### src/rtl/display_source_scheduler.sv
// Shares the seven-segment display subsystem among stopwatch, ADC readout and alarm.
// Arbitration is round-robin with a minimum dwell, and the alarm (src2) can optionally preempt.
module display_source_scheduler #(
  parameter int unsigned DWELL_CYCLES = 100_000_000,
  parameter bit          PREEMPT_EN   = 1'b1
) (
  input  logic        clk,
  input  logic        reset,
  input  logic [2:0]  req,
  input  logic [15:0] src0_digits,
  input  logic [15:0] src1_digits,
  input  logic [15:0] src2_digits,
  input  logic [11:0] src_dp,
  input  logic [2:0]  src_pulse,
  output logic [2:0]  grant,
  output logic [3:0]  sec_dig1,
  output logic [3:0]  sec_dig2,
  output logic [3:0]  min_dig1,
  output logic [3:0]  min_dig2,
  output logic [3:0]  decimal_point,
  output logic        triangle_en,
  output logic        switch_strobe
);

  localparam int unsigned CW = (DWELL_CYCLES > 1) ? $clog2(DWELL_CYCLES) : 1;
  localparam logic [CW-1:0] RELOAD = CW'(DWELL_CYCLES - 1);

  typedef enum logic {IDLE, OWN} state_t;

  state_t         state_q, state_d;
  logic [2:0]     grant_d;
  logic [1:0]     last_q, last_d;
  logic [CW-1:0]  cnt_q, cnt_d;
  logic           req2_q;
  logic [2:0]     others;
  logic           preempt;
  logic [15:0]    sel_digits;
  logic [3:0]     sel_dp;
  logic           sel_pulse;

  // First requester after 'last' in cyclic order 0 -> 1 -> 2 -> 0.
  function automatic logic [2:0] rr_pick(input logic [2:0] mask, input logic [1:0] last);
    logic [2:0] pick;
    pick = '0;
    case (last)
      2'd0:    pick = mask[1] ? 3'b010 : mask[2] ? 3'b100 : mask[0] ? 3'b001 : 3'b000;
      2'd1:    pick = mask[2] ? 3'b100 : mask[0] ? 3'b001 : mask[1] ? 3'b010 : 3'b000;
      default: pick = mask[0] ? 3'b001 : mask[1] ? 3'b010 : mask[2] ? 3'b100 : 3'b000;
    endcase
    return pick;
  endfunction

  function automatic logic [1:0] enc(input logic [2:0] g);
    return g[2] ? 2'd2 : g[1] ? 2'd1 : 2'd0;
  endfunction

  assign others  = req & ~grant;
  assign preempt = PREEMPT_EN && req[2] && !req2_q && !grant[2];

  always_comb begin
    state_d = state_q;
    grant_d = grant;
    last_d  = last_q;
    cnt_d   = cnt_q;
    unique case (state_q)
      IDLE: begin
        if (|req) begin
          grant_d = rr_pick(req, last_q);
          last_d  = enc(grant_d);
          cnt_d   = RELOAD;
          state_d = OWN;
        end
      end
      OWN: begin
        if (preempt) begin
          // last_q keeps the preempted owner so round-robin resumes after it
          grant_d = 3'b100;
          cnt_d   = RELOAD;
        end else if (!(|(req & grant))) begin
          if (|others) begin
            grant_d = rr_pick(others, last_q);
            last_d  = enc(grant_d);
            cnt_d   = RELOAD;
          end else begin
            grant_d = '0;
            cnt_d   = '0;
            state_d = IDLE;
          end
        end else if (cnt_q != '0) begin
          cnt_d = cnt_q - 1'b1;
        end else if ((|others) && !(PREEMPT_EN && grant[2])) begin
          grant_d = rr_pick(others, last_q);
          last_d  = enc(grant_d);
          cnt_d   = RELOAD;
        end else begin
          cnt_d = RELOAD;
        end
      end
    endcase
  end

  always_comb begin
    sel_digits = '0;
    sel_dp     = '0;
    sel_pulse  = 1'b0;
    case (grant)
      3'b001: begin sel_digits = src0_digits; sel_dp = src_dp[3:0];  sel_pulse = src_pulse[0]; end
      3'b010: begin sel_digits = src1_digits; sel_dp = src_dp[7:4];  sel_pulse = src_pulse[1]; end
      3'b100: begin sel_digits = src2_digits; sel_dp = src_dp[11:8]; sel_pulse = src_pulse[2]; end
      default: ;
    endcase
  end

  always_ff @(posedge clk or posedge reset) begin
    if (reset) begin
      state_q       <= IDLE;
      grant         <= '0;
      last_q        <= 2'd2;
      cnt_q         <= '0;
      req2_q        <= 1'b0;
      switch_strobe <= 1'b0;
      min_dig2      <= '0;
      min_dig1      <= '0;
      sec_dig2      <= '0;
      sec_dig1      <= '0;
      decimal_point <= '0;
      triangle_en   <= 1'b0;
    end else begin
      state_q       <= state_d;
      grant         <= grant_d;
      last_q        <= last_d;
      cnt_q         <= cnt_d;
      req2_q        <= req[2];
      switch_strobe <= (grant_d != grant);
      {min_dig2, min_dig1, sec_dig2, sec_dig1} <= sel_digits;
      decimal_point <= sel_dp;
      triangle_en   <= sel_pulse;
    end
  end

endmodule

### config.mk
export PLATFORM = sky130hd
export DESIGN_NAME = display_source_scheduler
export DESIGN_NICKNAME = d
export VERILOG_FILES = /design/src/rtl/display_source_scheduler.sv
export SDC_FILE = /design/constraint.sdc
export NUM_CORES = 1
export LEC_CHECK = 0
export ABC_AREA = 1
export CORE_MARGIN = 5
export CORE_UTILIZATION = 35
export DETAILED_ROUTE_END_ITERATION = 12
export HOLD_SLACK_MARGIN = 0.06
export PLACE_DENSITY = 0.67
export SLEW_MARGIN = 25
export SYNTH_ARGS = -nofsm -noshare
export SYNTH_HDL_FRONTEND = slang
export SYNTH_SLANG_ARGS = --single-unit
export TNS_END_PERCENT = 5
### constraint.sdc
create_clock -name clk -period 2.2 [get_ports clk]
set_input_delay 0.66 -clock clk [delete_from_list [all_inputs] [get_ports clk]]
set_output_delay 0.66 -clock clk [all_outputs]
set_load 0.02 [all_outputs]
==> results of run 1 <==
-- area by class of cell --
| type | instances | area [um2] |
|---|---|---|
| Fill cell | 898 | 4600 |
| Multi-Input combinational cell | 351 | 1750 |
| Sequential cell | 56 | 1400 |
| Timing Repair Buffer | 116 | 1130 |
| Inverter | 50 | 188 |
| Tap cell | 129 | 161 |
| Clock buffer | 5 | 68.8 |
| Clock inverter | 3 | 28.8 |
-- repair_timing --
| item | 4_1_cts | 5_1_grt |
|---|---|---|
| cloned | 0 | 0 |
| setup endpoints to repair | 1 | 2 |
| hold buffers | 0 | 0 |
| resized for setup | 1 | 2 |
| pin swaps | 0 | 0 |
-- worst min path at each step --
stage,to
6_report,cnt_q[25]
5_1_grt,cnt_q[20]
4_1_cts,cnt_q[25]
3_5_place_dp,cnt_q[25]
3_3_place_gp,cnt_q[25]
2_1_floorplan,cnt_q[25]
-- power breakdown --
part           internal [mW]  total (mW)  switching, mW
Sequential              1.38        1.64          0.253
Clock                  0.242       0.644          0.402
Combinational           1.05        2.60           1.55
Total                   2.68        4.88           2.20
-- layout by cell type (no fill, tap or decap), types with 2 or more instances in the layout --
cell,instances
xor2_1,9
ha_1,2
dfrtp_1,55
dlymetal6s2s_1,2
nand2_2,3
xnor2_1,2
nand2_1,144
o21ai_0,18
nor3_1,5
nand3_2,5
a22oi_1,4
or2_2,2
nand4_1,5
nor2_2,12
o22ai_1,2
buf_4,22
a31oi_1,2
o21ai_1,2
inv_1,45
o21a_1,2
nor2_1,37
nand3_1,48
inv_2,5
buf_12,2
clkbuf_8,5
clkdlybuf4s50_1,89
inv_6,2
a21oi_1,31
nor2_4,5
nor3_2,4
nor3_4,2
-- routing by layer --
metal | up-vias | routed length (um)
met5 | - | 0
met4 | 0 | 222
met3 | 17 | 911
met2 | 116 | 4480
met1 | 1606 | 4080
li1 | 1736 | -
-- Yosys cell counts --
master    count
nand3_1      48
nor4_1        1
o22ai_1       2
nor2_1       37
clkbuf_1      8
nor2_4        5
nor3_2        1
a21boi_0      1
buf_2         4
o31ai_1       1
ha_1          2
nand4_1       5
o21a_1        2
nor3_1        8
o21ai_0      18
a32oi_1       1
xor2_1        9
dfstp_2       1
o21ai_1       2
a31oi_1       2
nor2_2       12
or2_2         2
xnor2_1       2
nor3_4        2
inv_1        46
nand2_1     144
a22oi_1       4
inv_2         4
dfrtp_1      55
nand2_2       3
nand3_2       5
a21oi_1      31
o21ai_2       1
-- worst max-delay path: stages --
cell and delay [ns]:
clkdlybuf4s50_1 0.57, nand2_1 0.12, nand3_1 0.12, nand2_1 0.07, inv_1 0.09, nand3_1 0.12
nand2_1 0.08, nand2_1 0.04, nand2_1 0.05, nand2_1 0.06, nand2_1 0.07, nand2_1 0.05
nand2_1 0.06, nand3_1 0.06
-- cells by family after synthesis --
kind of cell / count (synthesis) / synth area share
DFF: 56 / 0.416
AOI/OAI and AO/OA: 65 / 0.106
buffers and inverters: 62 / 0.0705
adders and majority gates: 2 / 0.00742
and+or+nand+nor: 273 / 0.371
xor gates and xnor gates: 11 / 0.0286
-- registers in the layout (all words and copies together) (netlist names) --
register,count
cnt_q,27
decimal_point,4
min_dig1,4
min_dig2,4
sec_dig1,4
sec_dig2,4
grant,3
last_q,2
req2_q,1
state_q,1
switch_strobe,1
triangle_en,1
-- metrics by stage --
step	cells	setup slack (ns)	power, mW
floorplan	469	0.170	3.23
global placement	702	-0.0924	4.23
detailed placement	702	-0.161	4.28
CTS	710	0.00302	4.92
global route	710	0.00763	5.31
finish	710	0.199	4.88
==> results.md, run 1 <==
* Outcome: finished clean
* FP Rows at 35
* GRT Overall Usage at 0.176
* Met3 GRT Util at 0.0669
* Share of layout cells above drive strength 1 at 0.124
* Setup Total Neg Slack at 0 ns
* Root Driver: clkbuf_8
* WL final at 9.69 mm
* Critical path fanouts, max at 5
* Top post-synthesis cells by area: dfrtp_1 41%, nand2_1 16%, nand3_1 7.1%
* CP Data Required Time at 2.42 ns
* RSZ-0062 raised after global routing: no
* Clock Sinks at 56
* Starting density of the core at 0.362
* Post-route cell area at 0.00473 mm2
* IO buf count at 92
* Worst reg2reg path endpoint: cnt_q[20]
* Flop2flop setup slack at 0.22 ns
* Die area at 0.0117 mm2
* Leak at 2.21 nW
* Final Wtd Congestion at 0.883
* Global route hottest layer: met2
* I/O pin count at 93
* Final worst-path cycle share at 0.910
* Reg2Reg Depth at 11
* # nets final at 650
* Reg clk slew, reported paths at 0.12 ns
* Area grow syn2layout at 40.1%
* Grt total ovfl at 0
* Die Wd at 108 um
* Worst-margin pin slew at 0.454 ns
* DR DRC count at 0
* Slew Limit Fails at 0
* Core region area at 0.00933 mm2
* Area leader, netlist: dfrtp_1
* Hold slack at 0.566 ns
* Syn Nets at 539
* Final HPWL DP at 7.76 mm
* Global-route met1 utilization at 0.213
* WL/cell at 13.6 um
* Share of the synthesized area in the top cell type at 0.408
* Routed Antenna Nets at 0
* Maximum VDD drop at 463 uV
* Setup crit start: req[0]
* ANT cells at 0
* Vias/cell at 4.89
* Synthesized flop and latch total at 56
* Crit Path Class: input port to flop
* Reg2reg start: cnt_q[0]
* Syn Area/Cell at 7.19 um2
* Initial antenna violation count at 0
* Post-synth cell types at 33
* Hold WC Path Type: flop to flop
* Placed cell area at 0.00462 mm2
* H-tree Lvls at 2
* CTS buffer count at 5
* M2 GR Usage at 0.282
* Vias at 3475
* Largest net degree at the start of global routing at 23
* Final setup fails at 0
* Worst setup EP type: flop
* Worst-Skew Late Latency at 0.33 ns
* Hold wc startpoint: cnt_q[25]
* Post-synthesis sequential area ratio at 0.416
* Final Critical Period at 2.00 ns
* Post-Synthesis Cells at 469
* Crit start category: input port
* CP arrival at 2.22 ns
* Die H at 108 um
* CP Capture Point: switch_strobe
* Pre-antenna DRT Iters at 5
* Maximum clock frequency at 500 MHz
* CTS tree: yes
* Clk buf depth at 2
* Hold depth at 2
* Final Util at 0.507
* DRT iter0 DRCs at 224
* Slew margin rel. at 0.696
* Ys Warns at 0
* Vias in the first global route at 3506
* Skew final at 0.0115 ns
* Max Cap Viol at 0
* Cell Pwr Density at 1030 mW/mm2
* Cell Area, Synth at 0.00337 mm2
* Final hold vios at 0
* Number of setup buffers added after CTS at 0
* First-pass GRT wire length at 16.4 mm
No activity file was read; power rests on OpenSTA's default activity.
==> inputs of run 2 (changes only) <==
clock period = 2.3 ns   (was 2.2 ns; I/O delays follow)
==> run 2 against run 1 <==
Hold slack worse by 0.0020 ns. Global-route usage rose by 0.17 points. Design area fell by 0.34%. Wire length grew 1.2%. Clock power fell by 6.7%. Clock skew is 0.0011 ns lower. Via count fell by 0.66%. Power shrank 4.1%. Clock-buffer cell count stayed put.
==> results.md, run 2 (synthesized netlist as in run 1, its figures left out) <==
* Worst setup EP type: primary output
* Slowest library cell on the worst path: clkdlybuf4s50_1
* Hold WC Path Type: flop to flop
* Buf+Inv Stages, Crit Path at 1 (-1)
* Post-route cell area at 0.00471 mm2 (-0.34%)
* WL/cell at 13.9 um (+1.6%)
* Vias/cell at 4.88 (-0.24%)
* Final worst-path cycle share at 0.974
* Critical Path Max Stage Delay at 0.69 ns (+0.12 ns)
* DRT iter0 DRCs at 206 (-8.0%)
* Total power at 4.68 mW (-4.1%)
* Starting density of the core at 0.362 (unchanged)
* Hold wc startpoint: cnt_q[25]
* Routed Antenna Nets at 0 (unchanged)
* Core region area at 0.00933 mm2 (unchanged)
* Initial antenna violation count at 0 (unchanged)
* Die Wd at 108 um (unchanged)
* Sw Share at 0.451 (about the same)
* CTS tree: yes
* FP Rows at 35 (unchanged)
* Final HPWL DP at 7.72 mm (-0.51%)
* Seq pwr share at 0.337 (about the same)
* Number of setup buffers added after CTS at 0 (unchanged)
* CTS buffer count at 5 (unchanged)
* Max FFs per register at 27 (unchanged)
* WL final at 9.80 mm (+1.2%)
* Cell family with most CP delay: buffers and inverters
* GRT Overall Usage at 0.177 (+0.00169)
* CP arrival at 1.55 ns (-0.67 ns)
* Most common cell after layout, fill and taps aside: nand2_1
* Clock Sinks at 56 (unchanged)
* FILL cells at 906 (+0.89%)
* Reg2reg start: cnt_q[14]
* Final Non-Filler Cells at 707 (-0.42%)
* First-pass GRT wire length at 16.5 mm (+0.63%)
* Sw power at 2.11 mW (-4.1%)
* Placed cell area at 0.00461 mm2 (-0.22%)
* DR DRC count at 0 (unchanged)
* CP Cell Sequence: clkdlybuf4s50_1
* Worst reg2reg path endpoint: switch_strobe
* IO buf count at 92 (unchanged)
* Final setup fails at 0 (unchanged)
* Reg clk slew, reported paths at 0.12 ns (about the same)
* Worst-margin pin slew at 0.467 ns (+0.0125 ns)
* Hold depth at 2 (unchanged)
* Die area at 0.0117 mm2 (unchanged)
* I/O pin count at 93 (unchanged)
* Skew final at 0.0103 ns (-0.00111 ns)
* Leak at 2.16 nW (-2.1%)
* Part of the power in the clock network at 0.128 (-0.004)
* Placed cell count at 699 (-0.43%)
* Most frequent cells in the layout: 144 x nand2_1, 92 x clkdlybuf4s50_1, 55 x dfrtp_1, 48 x nand3_1, 45 x inv_1
* Cell Pwr Density at 994 mW/mm2 (-3.7%)
* Pre-antenna DRT Iters at 5 (unchanged)
* Slew margin rel. at 0.688 (-0.00838)
* Int Pwr at 2.57 mW (-4.1%)
* Crit Path Class: flop to primary output
* Maximum clock frequency at 446 MHz
* Share of layout cells above drive strength 1 at 0.119 (-0.00455)
* Flop2flop setup slack at 0.31 ns (+0.09 ns)
* Worst-Skew Late Latency at 0.33 ns (about the same)
* RSZ-0062 raised after global routing: no
* ANT cells at 0 (unchanged)
* Final Wtd Congestion at 0.878 (-0.57%)
* Area grow syn2layout at 39.7%
* Die H at 108 um (unchanged)
* Largest net degree at the start of global routing at 23 (unchanged)
* Max Cap Viol at 0 (unchanged)
* Clk buf depth at 2 (unchanged)
* Gate power share at 0.535 (+0.003)
* Root Driver: clkbuf_8
* Crit start category: flop
* Worst hold endpoint: cnt_q[25]
* Final hold vios at 0 (unchanged)
* Critical path fanouts, max at 7 (+2)
* Post-cts repair resize count at 0 (-1)
* Slew Limit Fails at 0 (unchanged)
* # nets final at 647 (-0.46%)
* CP Data Required Time at 1.61 ns (-0.81 ns)
* Grt total ovfl at 0 (unchanged)
* Maximum VDD drop at 436 uV (-5.8%)
* Reg2Reg Depth at 10 (-1)
* Final Critical Period at 2.24 ns
* Vias at 3452 (-0.66%)
* H-tree Lvls at 2 (unchanged)
* Vias in the first global route at 3564 (+1.7%)
* Reg with most FFs: cnt_q
* Outcome: finished clean
* Hold bufs inserted after CTS at 0 (unchanged)
## run 2: cell types whose count changed in the layout (fill, tap and decap cells not counted), sizes merged
cell | previous run | this run
buf | 24 | 21
clkdlybuf4s50 | 89 | 92
dlymetal6s2s | 2 | 0
clkinv | 0 | 1
dlygate4sd2 | 1 | 0
inv | 53 | 52
## run 2: metrics by stage
| step | util | hold slack [ns] | worst slack (ns) | setup TNS [ns] |
|---|---|---|---|---|
| after global placement | 0.495 | 0.529 | -0.0266 | -0.0266 |
| after CTS | 0.505 | 0.566 | 0.0411 | 0 |
| after detailed placement | 0.495 | 0.537 | -0.140 | -0.341 |
| after floorplan | - | 0.512 | 0.240 | 0 |
| after global routing | 0.505 | 0.607 | 0.00792 | 0 |
| final | 0.505 | 0.564 | 0.0598 | 0 |
## run 2: worst max path at each step
| stage | end | start | slack [ns] | cells after the start |
|---|---|---|---|---|
| 2_1_floorplan | cnt_q[0] | reset | 0.24 | 1 |
| 3_3_place_gp | switch_strobe | req[2] | -0.03 | 14 |
| 3_5_place_dp | switch_strobe | req[2] | -0.14 | 14 |
| 4_1_cts | grant[1] | grant[1] | 0.04 | 1 |
| 5_1_grt | grant[1] | grant[1] | 0.008 | 1 |
| 6_report | grant[1] | grant[1] | 0.06 | 1 |
## run 2: metal layers
| layer | vias to the layer above | part of all wire | GRT usage |
|---|---|---|---|
| li1 | 1728 | - | - |
| met1 | 1576 | 0.41 | 0.212 |
| met2 | 139 | 0.47 | 0.298 |
| met3 | 9 | 0.11 | 0.0669 |
| met4 | 0 | 0.012 | 0.0532 |
| met5 | - | 0 | 0 |
## run 2: power by group through the flow
| stage | Clock, mW | Sequential, mW | Combinational [mW] |
|---|---|---|---|
| floorplan | 0 | 1.73 | 1.36 |
| global placement | 0 | 1.58 | 2.46 |
| detailed placement | 0 | 1.59 | 2.51 |
| CTS | 0.612 | 1.58 | 2.52 |
| global route | 0.643 | 1.62 | 2.83 |
| finish | 0.601 | 1.58 | 2.50 |
## run 2: area by class of cell
| class | instances | area, um2 | area share |
|---|---|---|---|
| clock buffer | 5 | 68.8 | 0.0146 |
| clock inverter | 3 | 26.3 | 0.00558 |
| inverter | 50 | 188 | 0.0399 |
| multi-input combinational | 351 | 1750 | 0.371 |
| sequential | 56 | 1400 | 0.298 |
| tap | 129 | 161 | 0.0343 |
| timing repair buffer | 113 | 1120 | 0.237 |
==> inputs of run 3 (changes only) <==
CORE_UTILIZATION = 49   (was 35)
PLACE_DENSITY = 0.87   (was 0.67)
TNS_END_PERCENT = 20   (was 5)
==> run 3 against run 2 <==
Flip-flop and latch count stayed put. Hold slack better by 0.016 ns. Wire length is 0.73% lower. Largest power group unchanged.
==> results.md, run 3 (synthesized netlist as in run 1, its figures left out) <==
* Final Wtd Congestion at 1.01 (+15%)
* Reg with most FFs: cnt_q
* Crit path depth at 1 (unchanged)
* H-tree Lvls at 2 (unchanged)
* Pre-antenna DRT Iters at 5 (unchanged)
* Buf+Inv Stages, Crit Path at 1 (unchanged)
* Clk buf depth at 2 (unchanged)
* DR DRC count at 0 (unchanged)
* CTS tree: yes
* Reg2Reg Depth at 11 (+1)
* ANT cells at 0 (unchanged)
* CP Data Required Time at 1.61 ns (about the same)
* Post-cts repair resize count at 0 (unchanged)
* GRT Overall Usage at 0.230 (+0.0525)
* Vias at 3488 (+1.0%)
* Max Cap Viol at 0 (unchanged)
* Vias in the first global route at 3555 (-0.25%)
* Worst-margin pin slew at 0.487 ns (+0.0202 ns)
* Routed Antenna Nets at 0 (unchanged)
* Number of setup buffers added after CTS at 0 (unchanged)
* DRT iter0 DRCs at 209 (+1.5%)
* RSZ-0062 raised after global routing: no
* Leak at 2.13 nW (-1.3%)
* Final Critical Period at 2.22 ns (-0.0166 ns)
* Hold bufs inserted after CTS at 0 (unchanged)
* Clock Sinks at 56 (unchanged)
* Crit Path Class: flop to primary output
* Die Wd at 93.0 um (-14%)
* Vias/cell at 5.36 (+9.7%)
* IO buf count at 92 (unchanged)
* WL/cell at 14.9 um (+7.8%)
* Maximum VDD drop at 509 uV (+17%)
* Share of layout cells above drive strength 1 at 0.109 (-0.0108)
* Final setup fails at 0 (unchanged)
* Setup WS pre-CTS at -0.0699 ns (+0.0701 ns)
* Grt total ovfl at 0 (unchanged)
* Final HPWL DP at 7.64 mm (-1.0%)
* Die area at 0.00864 mm2 (-26%)
* First-pass GRT wire length at 16.0 mm (-2.9%)
* Crit start category: flop
* Final Worst Setup Slack at 0.0764 ns (+0.0166 ns)
* Skew final at 0.00635 ns (-0.00399 ns)
* Worst setup EP type: primary output
* Worst-Skew Late Latency at 0.32 ns (about the same)
* Slew margin rel. at 0.673 (-0.0145)
* Critical path fanouts, max at 7 (unchanged)
* Maximum clock frequency at 450 MHz (+0.75%)
* Starting density of the core at 0.499 (+0.138)
* Area grow syn2layout at 36.7%
* Most common cell after layout, fill and taps aside: nand2_1
* Final Util at 0.682 (+0.178)
* Cell Pwr Density at 1010 mW/mm2 (+1.8%)
* Initial antenna violation count at 0 (unchanged)
* CP Cell Sequence: clkdlybuf4s50_1
* Final hold vios at 0 (unchanged)
* I/O pin count at 93 (unchanged)
* Slew Limit Fails at 0 (unchanged)
* CP arrival at 1.53 ns (-0.02 ns)
* WL final at 9.73 mm (-0.73%)
* Critical Path Max Stage Delay at 0.68 ns (about the same)
* Outcome: finished clean
* Root Driver: clkbuf_8
* # nets final at 640 (-1.1%)
* Most frequent cells in the layout: 144 x nand2_1, 92 x clkdlybuf4s50_1, 55 x dfrtp_1, 48 x nand3_1, 45 x inv_1
* Largest net degree at the start of global routing at 24 (+4.3%)
* Cell family with most CP delay: buffers and inverters
* Reg clk slew, reported paths at 0.11 ns (about the same)
* Core region area at 0.00676 mm2 (-28%)
* Hold depth at 2 (unchanged)
* Total power at 4.67 mW (-0.29%)
* Slowest library cell on the worst path: clkdlybuf4s50_1
* Hold WC Path Type: flop to flop
* Die H at 93.0 um (-14%)
* FP Rows at 30 (-14%)
* CTS buffer count at 5 (unchanged)
* FILL cells at 527 (-42%)
* Final worst-path cycle share at 0.967 (-0.00722)
* Max FFs per register at 27 (unchanged)
[run 3: power breakdown]
group	switching, mW	internal [mW]	total (mW)
combinational	1.48	1.00	2.48
sequential	0.246	1.32	1.57
clock	0.380	0.231	0.611
total	2.11	2.56	4.67
[run 3: cell type report]
class	instances	area, um2	share of cell area
multi-input combinational	351	1750	0.379
sequential	56	1400	0.304
timing repair buffer	106	1080	0.233
inverter	50	188	0.0407
tap	80	100	0.0217
clock buffer	5	68.8	0.0149
clock inverter	3	28.8	0.00624
[run 3: path summary, 6_finish.rpt]
check	to	slack, ns	start
setup / recovery	grant[1]	0.08	grant[1]
hold / removal	cnt_q[20]	0.58	cnt_q[20]
setup reg to reg	cnt_q[20]	0.36	cnt_q[0]
hold reg to reg	cnt_q[20]	0.58	cnt_q[20]
max in group asynchronous	min_dig1[2]	1.14	reset
min in group asynchronous	req2_q	0.69	reset
[run 3: through the flow]
| step | std cells | setup TNS [ns] | area (um2) | hold WS, ns |
|---|---|---|---|---|
| 5_1_grt | 651 | 0 | 4610 | 0.606 |
| 4_1_cts | 651 | 0 | 4610 | 0.582 |
| 3_5_place_dp | 643 | -0.129 | 4510 | 0.556 |
| 2_1_floorplan | 469 | 0 | 3370 | 0.512 |
| 6_report | 651 | 0 | 4610 | 0.580 |
| 3_3_place_gp | 643 | -0.00508 | 4510 | 0.531 |
[run 3: routing by layer]
metal | vias to the layer above | GRT usage | routed length [um]
met2 | 144 | 0.422 | 5000
met1 | 1608 | 0.247 | 3600
met3 | 22 | 0.0780 | 943
li1 | 1714 | - | -
met5 | - | 0 | 0
met4 | 0 | 0.0684 | 181
